`config.mk`:
```
export PLATFORM = sky130hd
export DESIGN_NAME = stream_mux_rr
export DESIGN_NICKNAME = d
export VERILOG_FILES = /design/src/rtl/stream_mux_rr.sv
export SDC_FILE = /design/constraint.sdc
export NUM_CORES = 1
export LEC_CHECK = 0
export ABC_AREA = 1
export CORE_AREA = 4 4 147 78
export CTS_CLUSTER_SIZE = 20
export DETAILED_ROUTE_END_ITERATION = 10
export DIE_AREA = 0 0 151 82
export HOLD_SLACK_MARGIN = 0.06
export SYNTH_ARGS = -nofsm -noshare
export SYNTH_HDL_FRONTEND = slang
export SYNTH_SLANG_ARGS = --single-unit
```
`constraint.sdc`:
```
create_clock -name clk -period 11.2 [get_ports clk]
set_clock_uncertainty 0.1 [all_clocks]
set_input_delay 2.8 -clock clk [delete_from_list [all_inputs] [get_ports clk]]
set_output_delay 2.8 -clock clk [all_outputs]
set_load 0.1 [all_outputs]
```
`src/rtl/stream_mux_rr.sv`:
```
// N-channel valid/ready stream multiplexer with packet-locked round-robin or fixed-priority
// arbitration, a forced-select override and one registered output stage.
module stream_mux_rr #(
    parameter int NCH  = 8,
    parameter int W    = 8,
    parameter int SELW = 3,
    parameter int RR   = 1
) (
    input  logic              clk,
    input  logic              rst,
    input  logic [NCH*W-1:0]  in_data,
    input  logic [NCH-1:0]    in_valid,
    input  logic [NCH-1:0]    in_last,
    output logic [NCH-1:0]    in_ready,
    input  logic              force_en,
    input  logic [SELW-1:0]   force_sel,
    output logic [W-1:0]      out_data,
    output logic              out_valid,
    output logic              out_last,
    output logic [SELW-1:0]   out_ch,
    input  logic              out_ready
);

    typedef enum logic [0:0] {
        IDLE   = 1'b0,
        LOCKED = 1'b1
    } state_t;

    state_t          state_r, state_nx;
    logic [SELW-1:0] lock_ch_r, rr_ptr_r, grant_s, rr_next_s;
    logic            lock_forced_r, grant_vld_s, load_s, xfer_s, xfer_last_s, pkt_forced_s;
    logic [W-1:0]    xfer_data_s;

    assign load_s       = !out_valid || out_ready;
    assign xfer_s       = |in_ready;
    assign xfer_last_s  = |(in_ready & in_last);
    // a packet opened under force keeps that status until its last beat, whatever force_en does
    assign pkt_forced_s = (state_r == LOCKED) ? lock_forced_r : force_en;
    assign rr_next_s    = (grant_s == SELW'(NCH - 1)) ? {SELW{1'b0}} : grant_s + SELW'(1);

    // candidate grant: lock holder, forced channel, or arbitration winner
    always_comb begin
        logic [SELW:0]   sum;
        logic [SELW-1:0] idx;
        sum         = '0;
        idx         = '0;
        grant_s     = '0;
        grant_vld_s = 1'b0;
        if (state_r == LOCKED) begin
            grant_s     = lock_ch_r;
            grant_vld_s = 1'b1;
        end else if (force_en) begin
            if ({1'b0, force_sel} < (SELW+1)'(NCH)) begin
                grant_s     = force_sel;
                grant_vld_s = in_valid[force_sel];
            end else begin
                grant_vld_s = 1'b0;
            end
        end else if (RR != 0) begin
            // scan from the far end so the channel nearest rr_ptr is written last
            for (int k = NCH - 1; k >= 0; k--) begin
                sum = {1'b0, rr_ptr_r} + (SELW+1)'(k);
                if (sum >= (SELW+1)'(NCH)) begin
                    sum = sum - (SELW+1)'(NCH);
                end else begin
                    sum = sum;
                end
                idx = sum[SELW-1:0];
                if (in_valid[idx]) begin
                    grant_s     = idx;
                    grant_vld_s = 1'b1;
                end else begin
                    grant_vld_s = grant_vld_s;
                end
            end
        end else begin
            for (int k = NCH - 1; k >= 0; k--) begin
                if (in_valid[k]) begin
                    grant_s     = SELW'(k);
                    grant_vld_s = 1'b1;
                end else begin
                    grant_vld_s = grant_vld_s;
                end
            end
        end
    end

    // per-channel accept and data steering for the granted channel
    always_comb begin
        in_ready    = '0;
        xfer_data_s = '0;
        for (int c = 0; c < NCH; c++) begin
            in_ready[c] = !rst && load_s && grant_vld_s && (grant_s == SELW'(c)) && in_valid[c];
            if (grant_s == SELW'(c)) begin
                xfer_data_s = in_data[c*W +: W];
            end else begin
                xfer_data_s = xfer_data_s;
            end
        end
    end

    // packet lock: a non-last beat opens a lock, a last beat closes it
    always_comb begin
        state_nx = state_r;
        if (xfer_s) begin
            if (xfer_last_s) begin
                state_nx = IDLE;
            end else begin
                state_nx = LOCKED;
            end
        end else begin
            state_nx = state_r;
        end
    end

    // state, lock bookkeeping, round-robin pointer and the output register
    always_ff @(posedge clk or posedge rst) begin
        if (rst) begin
            state_r       <= IDLE;
            lock_ch_r     <= '0;
            lock_forced_r <= 1'b0;
            rr_ptr_r      <= '0;
            out_valid     <= 1'b0;
            out_data      <= '0;
            out_last      <= 1'b0;
            out_ch        <= '0;
        end else begin
            state_r <= state_nx;
            if (xfer_s && state_r == IDLE) begin
                lock_ch_r     <= grant_s;
                lock_forced_r <= force_en;
            end
            if (xfer_s && xfer_last_s && !pkt_forced_s) begin
                rr_ptr_r <= rr_next_s;
            end
            if (load_s) begin
                out_valid <= xfer_s;
                if (xfer_s) begin
                    out_data <= xfer_data_s;
                    out_last <= xfer_last_s;
                    out_ch   <= grant_s;
                end
            end
        end
    end

endmodule

```
==> run metrics, run 1 <==
CP max stage cell=clkdlybuf4s50_1; drc violations=0; worst path cell trace=clkdlybuf4s50_1 > nand2_1 > nand3_1 > nand3_1 > nand2_1 > inv_1 > a21oi_1 > o21ai_0 > nand2_1 > nand2_1 > nand3_1 > nand3_1 > o21ai_0 > nor2_1 > inv_1 > ha_1 > nand3_2 > nor2_1 > clkdlybuf4s50_1; syn_area_per_cell=5.68 sq um; RSZ-0062 raised after global routing=false; Final Setup Violations=0; synth warn=0; non-filler cells in the finished layout=745; WP data required=8300 ps; Min-Delay Path Class=reg2reg; clock sink count=21; family with the most delay on the worst path=buffers and inverters; vias in the first global route=3175; asr flop ratio synth=100%; total routed wirelength=10000 microns; Longest Clk Path Bufs=2; antenna fix cells=0; maximum clock frequency=99.4 MHz; worst-margin pin slew=1000 ps; post-CTS setup buffers=0; EDFF count, synth=0; dominant cell type by area after synthesis=nand2_1; reg2reg path depth=21; RD Place Congestion=0.867; routed vias=3373; Critical Path Stages=19; Synth Net Count=607; WHS Path Cells=2; largest cells by area after synthesis=nand2_1 (22%), dfrtp_1 (18%), inv_1 (9.7%), nand3_1 (7.9%), nand4_1 (5.6%); grt total ovfl=0; adder-cell share of the synthesized area=3.44%; Setup crit end kind=output port; DR iter-0 viols=213; fraction of layout cells with a size suffix above 1=8.60%; post-layout util=40.9%; top cells by count, synth=nand2_1 (169), inv_1 (75), nand3_1 (46); global-route wire length before repair=16000 microns; largest net degree at the start of global routing=27; CTS buffer count=3; Yosys cell types=34; Synth Area in XOR/XNOR=0.904%; CTS tree=built; H-tree level count=1; setup_tns=0 ps; maximum VDD drop=0.0935 mV; num rows=26; Critical Path AT=7160 ps; Power per Cell Area=315 nW/um^2; min Tclk post-route=10060 ps; drt first pass iters=4; mux cell area share after synthesis=0%; Seq/Total Area, Yosys=18.1%; final hold viol count=0; die height=82 microns; Clk Tree Root Cell=clkbuf_16; DIE WIDTH=151 microns; status=finished clean; Synth Flop Type=dfrtp_1; placed insts=741; Final period util=89.8%; mapped cell area=2910 sq um; Top-Level Pins=108; Antenna Nets Post-Route=0; Initial Utilization=28.8%; Setup CP Type=in2out; Cells after Synth=512; critical path peak fanout=10; Leak Pwr=2.13 nW; Yosys reg bits=21; Total GRT Usage=15.9%; worst-skew pair later-pin latency=250 ps; Avg WL per Cell=13.4 microns; max-cap violations=0; initial antenna violation count=0; core region area=10100 sq um; most frequent cell after synthesis=nand2_1; CTS clk-pin slew, worst paths=60 ps; Final Slew Violations=0; post_cts resized=0; largest family of logic cells by synthesized area=simple AND/OR/NAND/NOR gates; port buffer count=107; critical path startpoint category=input port; area share of and/or/nand/nor cells after synthesis=53.0%; Power Total=1.30 mW; post-detail-place hpwl=8190 microns; # nets final=701; crit path buf inv count=4; hold slack=389 ps; Area Overhead vs Synth=41.8%; crit-path max cell delay=1200 ps; Compound-Gate Fraction of Synth Area=9.86%; share of the synthesized area in the top cell type=21.8%; drt via density=4.53; cts hold-fix bufs=0; max_slew headroom=33.1%; Die ar.=12400 sq um
worst min-delay path, stage by stage, from the launching register on:
cell,delay [ps]
dfrtp_1,350
nand2_1,50
o21ai_0,60
cell families (layout without fill, tap and decap cells):
group | count (synthesis) | count (layout)
compound gates | 56 | 56
xor+xnor | 3 | 3
fa+ha+maj | 8 | 8
buf+inv | 99 | 192
flops | 21 | 21
simple gates | 325 | 325
registers in the layout, indices dropped and copies added, names as in the netlist:
register,count
state_r,1
out_data,8
out_last,1
out_valid,1
out_ch,3
lock_forced_r,1
rr_ptr_r,3
lock_ch_r,3
cell type report:
cell class / instances / area [sq um]
Timing Repair Buffer: 108 / 1080
Fill cell: 1084 / 5960
Clock buffer: 4 / 78.8
Tap cell: 140 / 175
Multi-Input combinational cell: 392 / 1950
Inverter: 80 / 308
Sequential cell: 21 / 526
where the power goes:
group	internal [mW]	switching, mW
clock network	0.0485	0.0275
registers	0.111	0.0338
logic	0.334	0.743
total	0.494	0.804
metrics by stage:
| step | cell area [sq um] | setup WS, ps |
|---|---|---|
| 2_1_floorplan | 2910 | 2350 |
| 3_3_place_gp | 4040 | 1210 |
| 3_5_place_dp | 4040 | 1160 |
| 4_1_cts | 4120 | 1160 |
| 5_1_grt | 4120 | 783 |
| 6_report | 4120 | 1140 |
path summary, 6_finish.rpt:
kind                             start  slack [ps]     endpoint
hold reg to reg              out_ch[2]         390    out_ch[2]
max in group asynchronous          rst        7540  out_data[1]
min in group asynchronous          rst        2930  rr_ptr_r[0]
setup / recovery           in_valid[3]        1140  in_ready[2]
setup reg to reg           rr_ptr_r[0]        6420    out_ch[1]
hold / removal               out_ch[2]         390    out_ch[2]
routing by layer:
layer  vias to the layer above  GRT usage [%]  wire length [microns]
li1                       1811              -                      -
met4                         0           1.08                     30
met3                         4           1.76                    245
met5                         -              0                      0
met1                      1512           21.0                   4700
met2                        46           29.6                   5030
cells in the final DEF, fill, tap and decap left out, types with 4 or more instances in the layout:
cell / synthesis / routed
a21oi_1: 24 / 24
clkdlybuf4s50_1: 0 / 107
dfrtp_1: 21 / 21
ha_1: 8 / 8
inv_1: 75 / 75
nand2_1: 169 / 169
nand2_2: 16 / 16
nand2_4: 4 / 4
nand3_1: 46 / 46
nand3_2: 10 / 10
nand4_1: 26 / 26
nor2_1: 40 / 40
o21ai_0: 24 / 24
o21ai_1: 5 / 5
or2_2: 8 / 8
(Power assumes the default switching activity.)
==> run 2: changes to the inputs <==
--- a/config.mk
+++ b/config.mk
@@ -11,6 +11,7 @@
 export DETAILED_ROUTE_END_ITERATION = 10
 export DIE_AREA = 0 0 151 82
 export HOLD_SLACK_MARGIN = 0.06
+export MAX_ROUTING_LAYER = met4
 export SYNTH_ARGS = -nofsm -noshare
 export SYNTH_HDL_FRONTEND = slang
 export SYNTH_SLANG_ARGS = --single-unit
==> run 2 against run 1 <==
  * Total power hardly changed
  * Die area stayed put
  * Final cell count stayed put
  * Combinational power hardly changed
  * Routed wire length is 1.3% lower
  * Critical endpoint unchanged
  * Highest routed layer unchanged
==> run metrics, run 2 (synthesis gave the netlist of run 1 again) <==
status=finished clean; CTS clk-pin slew, worst paths=60 ps (about the same); Top-Level Pins=108 (unchanged); initial antenna violation count=0 (unchanged); vias in the first global route=3228 (+1.7%); Leak Pwr=2.14 nW (+0.13%); Setup CP Type=in2out; worst-margin pin slew=999 ps (-1.09 ps); worst-skew pair later-pin latency=250 ps (about the same); commonest non-fill, non-tap cell in the layout=nand2_1; family with the most delay on the worst path=buffers and inverters; core region area=10100 sq um (unchanged); WP data required=8300 ps (about the same); Avg WL per Cell=13.3 microns (-1.3%); CTS buffer count=3 (unchanged); Total GRT Usage=16.4% (+0.44 points); cts hold-fix bufs=0 (unchanged); Setup crit end kind=output port; drt via density=4.57 (+0.98%); post-CTS setup buffers=0 (unchanged); Final Slew Violations=0 (unchanged); Largest register FFs=8 (unchanged); Largest Register=out_data; num rows=26 (unchanged); max-cap violations=0 (unchanged); drt first pass iters=5 (+1); RSZ-0062 raised after global routing=false; final hold viol count=0 (unchanged); Clk Tree Root Cell=clkbuf_16; setup_tns=0 ps (unchanged); crit-path max cell delay=1200 ps (about the same); hold slack=392 ps (+3.34 ps); # nets final=701 (unchanged); DIE WIDTH=151 microns (unchanged); fraction of layout cells with a size suffix above 1=8.76% (+0.17 points); CTS tree=built; Setup WS post-layout=1100 ps (-34.0 ps); non-filler cells in the finished layout=745 (unchanged); maximum VDD drop=0.118 mV (+26%); Setup WS pre-CTS=1170 ps (+8.78 ps); Initial Utilization=28.8% (unchanged); Power per Cell Area=315 nW/um^2 (about the same); max_slew headroom=33.2% (+0.073 points); Area Overhead vs Synth=41.8% (about the same); Final Setup Violations=0 (unchanged); post-detail-place hpwl=8140 microns (-0.69%); H-tree level count=1 (unchanged); port buffer count=107 (unchanged); Antenna Nets Post-Route=0 (unchanged); maximum clock frequency=99.1 MHz (-0.34%); worst path cell trace=clkdlybuf4s50_1 > nand2_1 > nand3_1 > nand3_1 > nand2_1 > inv_1 > a21oi_1 > o21ai_0 > nand2_1 > nand2_1 > nand3_1 > nand3_1 > o21ai_0 > nor2_1 > inv_1 > ha_1 > nand3_2 > nor2_1 > clkdlybuf4s50_1; Final period util=90.1% (+0.30 points); crit path buf inv count=4 (unchanged); most frequent cells in the layout=nand2_1 (169), clkdlybuf4s50_1 (107), inv_1 (75); antenna fix cells=0 (unchanged); Critical Path AT=7200 ps (+40 ps); Longest Clk Path Bufs=2 (unchanged); die height=82 microns (unchanged); min Tclk post-route=10100 ps (+34.0 ps); Die ar.=12400 sq um (unchanged); post_cts resized=0 (unchanged); largest net degree at the start of global routing=27 (unchanged); critical path startpoint category=input port; grt total ovfl=0 (unchanged); RD Place Congestion=0.852 (-1.7%); DR iter-0 viols=205 (-3.8%); global-route wire length before repair=16000 microns (+0.56%); clock sink count=21 (unchanged); CP max stage cell=clkdlybuf4s50_1; routed vias=3406 (+0.98%); total routed wirelength=9880 microns (-1.3%); placed insts=741 (unchanged); drc violations=0 (unchanged); Min-Delay Path Class=reg2reg; critical path peak fanout=10 (unchanged)
[run 2: final timing paths]
| path | from | endpoint | slack, ps | cells past startpoint |
|---|---|---|---|---|
| setup / recovery | in_valid[7] | in_ready[2] | 1100 | 19 |
| hold / removal | out_ch[2] | out_ch[2] | 390 | 2 |
| setup reg to reg | rr_ptr_r[0] | out_ch[1] | 6480 | 21 |
| hold reg to reg | out_ch[2] | out_ch[2] | 390 | 2 |
| max in group asynchronous | rst | rr_ptr_r[2] | 7560 | 2 |
| min in group asynchronous | rst | out_valid | 2910 | 2 |
[run 2: final cells by class]
cell class,count,area [sq um]
clock inverter,1,5.00
timing repair buffer,108,1080
multi-input combinational,392,1950
sequential,21,526
fill,1097,5960
tap,140,175
inverter,80,308
clock buffer,3,75.1
[run 2: layer usage]
metal  track usage [%]  share of wire, %  vias to the layer above
met5                 -                 0                        -
met4              1.27              0.39                        0
met3              1.54               2.4                        4
met2              29.3                50                       51
met1              21.1                48                     1540
li1                  -                 -                     1811
[run 2: worst register-to-register path: stages, from the launching register on]
cell     delay (ps)
dfrtp_1         590
inv_4           150
ha_1            440
inv_1           250
nand3_1         140
nand3_1         150
nand2_1         110
a21oi_1         150
o21ai_0         110
nand2_1          70
nand2_1          50
a21oi_1         120
o21ai_0         110
nor2_1          230
inv_1           140
ha_1            370
nand3_2         250
nor2_1          150
nor3_4          470
nand2_4         110
inv_4           210
o21ai_0         130
[run 2: report_power, final]
group          internal (mW)  switching [mW]
clock network         0.0480          0.0289
logic                  0.334           0.742
registers              0.111          0.0339
total                  0.493           0.804
[run 2: through the flow]
stage          total power, mW  utilization (%)  cell area [sq um]
6_report                  1.30             40.9               4120
5_1_grt                   1.45             40.9               4120
4_1_cts                   1.30             40.9               4120
3_5_place_dp              1.22             40.1               4040
3_3_place_gp              1.23             40.1               4040
2_1_floorplan            0.997                -               2910
